<file path="config.mk">
export PLATFORM = sky130hd
export DESIGN_NAME = stopwatch_ctrl
export DESIGN_NICKNAME = d
export VERILOG_FILES = /design/src/rtl/stopwatch_pkg.sv /design/src/rtl/stopwatch_ctrl_tick_prescaler.sv /design/src/rtl/stopwatch_ctrl.sv
export SDC_FILE = /design/constraint.sdc
export NUM_CORES = 1
export LEC_CHECK = 0
export BUFFER_PORTS_ARGS = -buffer_cell sky130_fd_sc_hd__buf_2
export CORE_MARGIN = 10
export CORE_UTILIZATION = 52
export CTS_CLUSTER_SIZE = 10
export DETAILED_ROUTE_END_ITERATION = 10
export GPL_ROUTABILITY_DRIVEN = 0
export GPL_TIMING_DRIVEN = 0
export PLACE_DENSITY = 0.78
export SKIP_CTS_REPAIR_TIMING = 1
export SKIP_LAST_GASP = 1
export SLEW_MARGIN = 25
export SYNTH_ARGS = -nofsm -noshare
export SYNTH_HDL_FRONTEND = slang
export SYNTH_HIERARCHICAL = 1
export SYNTH_SLANG_ARGS = --single-unit
</file>
<file path="constraint.sdc">
create_clock -name CLK -period 2.6 [get_ports CLK]
set_input_delay 0.13 -clock CLK [delete_from_list [all_inputs] [get_ports CLK]]
set_output_delay 0.13 -clock CLK [all_outputs]
set_load 0.1 [all_outputs]
</file>
<file path="src/rtl/stopwatch_pkg.sv">
// ---------------------------------------------------------------------------
// stopwatch_pkg
//
// Shared definitions for the stopwatch sequencing controller:
//   - state_t    : controller states (IDLE, RUN, PAUSE, LAP)
//   - cmd_t      : button command after priority resolution
//   - BCD_MAX    : terminal value when counting up   (16'h9999)
//   - BCD_ZERO   : terminal value when counting down (16'h0000)
//   - decodeCmd  : collapses simultaneous button edges to one command,
//                  priority BTNS > BTND > BTNU
// ---------------------------------------------------------------------------
package stopwatch_pkg;

    typedef enum logic [1:0] {
        IDLE  = 2'd0,
        RUN   = 2'd1,
        PAUSE = 2'd2,
        LAP   = 2'd3
    } state_t;

    typedef enum logic [1:0] {
        CMD_NONE  = 2'd0,
        CMD_START = 2'd1,
        CMD_CLEAR = 2'd2,
        CMD_DIR   = 2'd3
    } cmd_t;

    localparam logic [15:0] BCD_MAX  = 16'h9999;
    localparam logic [15:0] BCD_ZERO = 16'h0000;

    // Only one command is ever acted on per cycle; lower-priority edges that
    // coincide with a higher-priority one are simply dropped.
    function automatic cmd_t decodeCmd(input logic edgeStart,
                                       input logic edgeClear,
                                       input logic edgeDir);
        cmd_t cmd;
        if (edgeStart) begin
            cmd = CMD_START;
        end else if (edgeClear) begin
            cmd = CMD_CLEAR;
        end else if (edgeDir) begin
            cmd = CMD_DIR;
        end else begin
            cmd = CMD_NONE;
        end
        return cmd;
    endfunction

endpackage

</file>
<file path="src/rtl/stopwatch_ctrl_tick_prescaler.sv">
// ---------------------------------------------------------------------------
// tick_prescaler
//
// Divides the system clock down to the counter advance rate. The counter only
// runs while 'run' is high and is held at zero otherwise, so every start of
// the stopwatch begins a full tick period.
//
// Parameters:
//   TICK_DIV : clock cycles per tick (>= 2)
//   TICK_W   : counter width, 2^TICK_W >= TICK_DIV
// Ports:
//   CLK  in  : system clock
//   RST  in  : synchronous active-high reset
//   run  in  : enable; counter cleared while low
//   tick out : combinational, high while the counter sits at TICK_DIV-1
// ---------------------------------------------------------------------------
module tick_prescaler #(
    parameter int TICK_DIV = 1000000,
    parameter int TICK_W   = 20
) (
    input  logic CLK,
    input  logic RST,
    input  logic run,
    output logic tick
);

    localparam logic [TICK_W-1:0] LAST = TICK_W'(TICK_DIV - 1);

    logic [TICK_W-1:0] r_count;
    logic              w_atLast;

    assign w_atLast = (r_count == LAST);

    // Free-running modulo-TICK_DIV counter while enabled. Dropping 'run'
    // zeroes it on the next edge so a paused stopwatch loses any partial
    // tick it had accumulated.
    always_ff @(posedge CLK) begin
        if (RST || !run) begin
            r_count <= '0;
        end else if (w_atLast) begin
            r_count <= '0;
        end else begin
            r_count <= r_count + 1'b1;
        end
    end

    // Gated with 'run' so a counter still at LAST in the cycle 'run' falls
    // can never leak a stray tick.
    assign tick = run && w_atLast;

endmodule

</file>
<file path="src/rtl/stopwatch_ctrl.sv">
// ---------------------------------------------------------------------------
// stopwatch_ctrl
//
// Sequencing controller sitting between the button debouncers and the BCD
// counter / 4-digit display. Turns button presses into counter advance,
// direction and clear controls, stops at the terminal count in either
// direction, and optionally freezes the display for a lap (split) time.
//
// Optional feature macro: STOPWATCH_LAP_EN
//   defined     : LAP state and lap register exist; BTND in RUN takes a lap
//   not defined : no lap support; BTND in RUN is ignored, lap_hold is 0 and
//                 disp_val always follows count
//
// Parameters:
//   TICK_DIV : clock cycles per counter advance (>= 2)
//   TICK_W   : prescaler width, 2^TICK_W >= TICK_DIV
// Ports:
//   CLK      in   system clock
//   RST      in   synchronous active-high reset
//   BTNU     in   debounced level, direction toggle
//   BTNS     in   debounced level, start / pause
//   BTND     in   debounced level, clear / lap
//   count    in   current counter value, 4 BCD digits
//   cnt_en   out  one-cycle advance pulse to the counter
//   cnt_up   out  count direction, 1 = up
//   cnt_clr  out  synchronous clear to the counter
//   disp_val out  registered value for the display
//   running  out  high in RUN or LAP
//   lap_hold out  high in LAP
//   done     out  sticky terminal-count flag
// ---------------------------------------------------------------------------
module stopwatch_ctrl
    import stopwatch_pkg::*;
#(
    parameter int TICK_DIV = 1000000,
    parameter int TICK_W   = 20
) (
    input  logic        CLK,
    input  logic        RST,
    input  logic        BTNU,
    input  logic        BTNS,
    input  logic        BTND,
    input  logic [15:0] count,
    output logic        cnt_en,
    output logic        cnt_up,
    output logic        cnt_clr,
    output logic [15:0] disp_val,
    output logic        running,
    output logic        lap_hold,
    output logic        done
);

    state_t      r_state;
    logic [2:0]  r_btnPrev;
    logic        r_cntUp;
    logic        r_cntClr;
    logic        r_done;
    logic        r_running;
    logic [15:0] r_disp;

`ifdef STOPWATCH_LAP_EN
    logic        r_lapHold;
    logic [15:0] r_lap;
`endif

    logic [2:0]  w_btnEdge;
    cmd_t        w_cmd;
    logic        w_run;
    logic        w_tick;
    logic        w_terminal;
    logic        w_termStop;

    // Button history, ordered {BTNU, BTNS, BTND}. Reset to all ones so a
    // button that is already held when reset releases is not seen as a press.
    always_ff @(posedge CLK) begin
        if (RST) begin
            r_btnPrev <= 3'b111;
        end else begin
            r_btnPrev <= {BTNU, BTNS, BTND};
        end
    end

    assign w_btnEdge = {BTNU, BTNS, BTND} & ~r_btnPrev;
    assign w_cmd     = decodeCmd(w_btnEdge[1], w_btnEdge[0], w_btnEdge[2]);

    // The prescaler only runs while the stopwatch is counting; LAP keeps
    // counting even though the display is frozen.
    assign w_run = (r_state == RUN) || (r_state == LAP);

    tick_prescaler #(
        .TICK_DIV (TICK_DIV),
        .TICK_W   (TICK_W)
    ) u_prescaler (
        .CLK  (CLK),
        .RST  (RST),
        .run  (w_run),
        .tick (w_tick)
    );

    // A tick that lands on the terminal value in the current direction is
    // swallowed and turned into a stop. cnt_en is combinational from the
    // prescaler so the first advance lands exactly TICK_DIV cycles after the
    // start press; w_tick is already gated by RUN/LAP.
    assign w_terminal = r_cntUp ? (count == BCD_MAX) : (count == BCD_ZERO);
    assign w_termStop = w_tick && w_terminal;
    assign cnt_en     = w_tick && !w_terminal;

    // Main controller. A terminal stop takes precedence over any button
    // command in the same cycle, since it means the count cannot legally
    // continue. Otherwise the resolved command is interpreted per state.
    // cnt_clr defaults low each cycle so a clear is exactly one cycle wide,
    // and reset holds it high so the counter is cleared alongside us.
    always_ff @(posedge CLK) begin
        if (RST) begin
            r_state   <= IDLE;
            r_cntUp   <= 1'b1;
            r_cntClr  <= 1'b1;
            r_done    <= 1'b0;
            r_running <= 1'b0;
`ifdef STOPWATCH_LAP_EN
            r_lapHold <= 1'b0;
            r_lap     <= BCD_ZERO;
`endif
        end else begin
            r_cntClr <= 1'b0;
            if (w_termStop) begin
                r_state   <= PAUSE;
                r_running <= 1'b0;
                r_done    <= 1'b1;
`ifdef STOPWATCH_LAP_EN
                r_lapHold <= 1'b0;
`endif
            end else begin
                case (r_state)
                    IDLE, PAUSE: begin
                        case (w_cmd)
                            CMD_START: begin
                                r_state   <= RUN;
                                r_running <= 1'b1;
                                r_done    <= 1'b0;
                            end
                            CMD_CLEAR: begin
                                r_state  <= IDLE;
                                r_cntClr <= 1'b1;
                                r_done   <= 1'b0;
                            end
                            CMD_DIR: begin
                                r_cntUp <= ~r_cntUp;
                            end
                            default: begin
                            end
                        endcase
                    end
                    RUN: begin
                        case (w_cmd)
                            CMD_START: begin
                                r_state   <= PAUSE;
                                r_running <= 1'b0;
                            end
`ifdef STOPWATCH_LAP_EN
                            CMD_CLEAR: begin
                                r_state   <= LAP;
                                r_lapHold <= 1'b1;
                                r_lap     <= count;
                            end
`endif
                            default: begin
                            end
                        endcase
                    end
`ifdef STOPWATCH_LAP_EN
                    LAP: begin
                        case (w_cmd)
                            CMD_START: begin
                                r_state   <= PAUSE;
                                r_running <= 1'b0;
                                r_lapHold <= 1'b0;
                            end
                            CMD_CLEAR: begin
                                r_state   <= RUN;
                                r_lapHold <= 1'b0;
                            end
                            default: begin
                            end
                        endcase
                    end
`endif
                    default: begin
                        r_state   <= IDLE;
                        r_running <= 1'b0;
                    end
                endcase
            end
        end
    end

    // Display register: one cycle behind count, or the captured lap value
    // while a lap is being held.
    always_ff @(posedge CLK) begin
        if (RST) begin
            r_disp <= BCD_ZERO;
        end else begin
`ifdef STOPWATCH_LAP_EN
            r_disp <= (r_state == LAP) ? r_lap : count;
`else
            r_disp <= count;
`endif
        end
    end

    assign cnt_up   = r_cntUp;
    assign cnt_clr  = r_cntClr;
    assign disp_val = r_disp;
    assign running  = r_running;
    assign done     = r_done;
`ifdef STOPWATCH_LAP_EN
    assign lap_hold = r_lapHold;
`else
    assign lap_hold = 1'b0;
`endif

endmodule

</file>
==> run summary <==
status -> complete, but fails checks
failing checks -> negative hold slack
Hold Crit Class -> in2reg
CTS tree -> done
share of layout cells above drive strength 1 -> 0.2500
Die H -> 79.13 um
Worst Path Arrival -> 2.33 ns
Final Core Density -> 0.6693
DRT iter0 DRCs -> 60
crit path max fanout -> 6
Worst Hold Endpoint -> disp_val[1]$_SDFF_PP0_
final slew viol count -> 0
Routed wire per std cell -> 13.24 um
most frequent cells in the layout -> dfxtp_1, buf_2, nor2_1
DR vias/cell -> 5.252
H-tree levels -> 2
fin cells -> 294
drc violations -> 0
Die Span X -> 79.13 um
power per standard cell area -> 576.3 nW/um^2
# IOs -> 43
Worst Path Required -> 2.47 ns
hold violation count in the final report -> 1
endpoints failing setup -> 0
area delta synth->final -> 23.81%
placeable core area -> 3363 sq um
first-pass GRT wire length -> 6023 um
Max Buffers Root-to-Sink -> 2
Mapped Cells -> 190
Die Area -> 6262 sq um
post-synthesis average cell area -> 9.568 sq um
antenna viol nets, final -> 0
diode count -> 0
Clock Pin Slew Worst Setup and Hold Paths -> 0.13 ns
Primary FF master, synth -> dfxtp_1
crit share post-route -> 0.9476
dpl hpwl -> 2784 um
critical path endpoint category -> output pin
row count -> 21
register area share after synthesis -> 0.4955
Min Hold Slack -> -0.01045 ns
f_max -> 405.9 MHz
synthesized area -> 1818 sq um
CP delay by family, top -> simple AND/OR/NAND/NOR gates
WL final -> 3893 um
total grt overflow -> 0
CTS buffer count -> 5
CTS root buffer -> clkbuf_4
R2R depth -> 6
design area -> 2251 sq um
clk sink count -> 45
Clock Skew -> 0.01354 ns
Worst-Skew Late Latency -> 0.36 ns
Inst Count DP -> 277
# nets final -> 269
YS warnings -> 6
vias in the first global route -> 1393
Static Leak -> 0.0008220 uW
Cell Chain, Critical Path -> or4b_1 -> or3_4 -> nor4_2 -> and2_1 -> buf_6
Netlist cell types -> 44
MaxCap Viol Count -> 0
asr flop ratio synth -> 0
initial antenna violation count -> 0
post-synthesis net count -> 212
gr usage total -> 0.1195
starting density of the core -> 0.5406
Slowest-stage cell, CP -> or4b_1
hold path depth -> 2
drt first pass iters -> 5
peak supply drop -> 0.0004223 V
FF+latch count, synth -> 45
Worst Path Buf+Inv -> 1
pin count of the biggest net entering global routing -> 14
commonest non-fill, non-tap cell in the layout -> dfxtp_1
min-delay src -> count[1]
port buffer count -> 41
reg2reg end -> cnt_clr$_SDFF_PP1_
Post-DP Area -> 2081 sq um
DR vias -> 1544
FF-to-FF setup slack -> 0.32 ns
RSZ-0062 raised after global routing -> no
slowest stage delay, CP -> 0.51 ns
min cycle time layout -> 2.464 ns
Crit Path Class -> reg2out
Post-synth EDFFs -> 0
CP Launch Type -> flip-flop
worst reg2reg path startpoint -> u_prescaler/r_count[8]$_SDFF_PP0_
==> area by class of cell <==
type,instances,area [sq um]
plain buffers,6,41.29
clock buffers,7,65.06
clock inverters,1,5.005
fillers,288,1112
inverters,7,26.28
multi-input cells,132,855.8
flip-flops and latches,45,900.9
well taps,46,57.56
repair buffers,50,299.0
==> metal layers <==
layer | track usage | vias up | part of all wire | wire (um)
met3 | 0.05518 | 7 | 0.098 | 382
met1 | 0.1290 | 705 | 0.42 | 1649
met2 | 0.1909 | 60 | 0.46 | 1786
li1 | - | 772 | - | -
met5 | 0 | - | 0 | 0
met4 | 0.06452 | 0 | 0.019 | 75
==> synth_stat cells, types with 2 or more instances <==
library cell | instances | area, sq um
a21oi_1 | 4 | 20.02
nand3b_1 | 3 | 22.52
xnor2_1 | 12 | 105.1
nand4_1 | 5 | 31.28
dfxtp_1 | 45 | 900.9
or3_1 | 2 | 12.51
or4_1 | 2 | 15.01
or2_1 | 2 | 12.51
nand3_1 | 8 | 40.04
nor2_1 | 22 | 82.58
xor2_1 | 3 | 26.28
nand2_1 | 7 | 26.28
nor4_1 | 11 | 68.82
buf_6 | 2 | 22.52
or2_2 | 2 | 12.51
o21a_1 | 2 | 15.01
inv_1 | 7 | 26.28
o31ai_1 | 2 | 15.01
nor3_1 | 5 | 25.02
nor2b_1 | 17 | 106.4
o21ai_0 | 2 | 10.01
clkbuf_1 | 3 | 11.26
==> worst register-to-register path: stages (launching register included) <==
cell     delay, ns
dfxtp_1       0.39
or4b_1        0.51
or3_4         0.37
nor4_2        0.29
and3_1        0.26
o21ai_1       0.13
a31o_1        0.24
==> stage by stage <==
step / TNS [ns] / setup WS (ns) / hold slack [ns] / total power (uW)
after floorplan: 0 / 0.2400 / 0.2016 / 887.8
after global placement: 0 / 0.2843 / 0.3294 / 929.2
after detailed placement: 0 / 0.2401 / 0.3337 / 931.2
after CTS: -0.1571 / -0.1571 / -0.04980 / 1302
after global routing: 0 / 0.04849 / 0.002211 / 1348
final: 0 / 0.1362 / -0.01045 / 1297
==> flip-flops by register name (all words and copies together) (netlist names) <==
| register | flops |
|---|---|
| disp_val | 16 |
| r_state | 2 |
| u_prescaler/r_count | 20 |
| running | 1 |
| cnt_up | 1 |
| r_btnPrev | 3 |
| done | 1 |
| cnt_clr | 1 |
==> how the worst max path moves through the flow <==
| stage | end | slack [ns] | depth (start not counted) | start |
|---|---|---|---|---|
| after global placement | cnt_clr$_SDFF_PP1_ | 0.28 | 7 | u_prescaler/r_count[0]$_SDFF_PP0_ |
| after CTS | cnt_en | -0.16 | 6 | u_prescaler/r_count[0]$_SDFF_PP0_ |
| after global routing | cnt_en | 0.05 | 5 | u_prescaler/r_count[7]$_SDFF_PP0_ |
| final | cnt_en | 0.14 | 5 | u_prescaler/r_count[8]$_SDFF_PP0_ |
| after detailed placement | cnt_clr$_SDFF_PP1_ | 0.24 | 7 | u_prescaler/r_count[0]$_SDFF_PP0_ |
| after floorplan | cnt_en | 0.24 | 4 | u_prescaler/r_count[8]$_SDFF_PP0_ |
==> power by group <==
| part | total [uW] | internal (uW) | switching (uW) |
|---|---|---|---|
| Clock | 372 | 157 | 215 |
| Sequential | 717 | 709 | 7.58 |
| Combinational | 209 | 48.9 | 160 |
==> logic make-up after synthesis <==
group	Yosys count	synth area share
flops	45	0.4955
compound gates	17	0.07295
buf+inv	13	0.03717
other cells	1	0.002063
xor+xnor	15	0.07227
simple gates	98	0.3131
fa+ha+maj	1	0.006881
(Power assumes the default switching activity.)
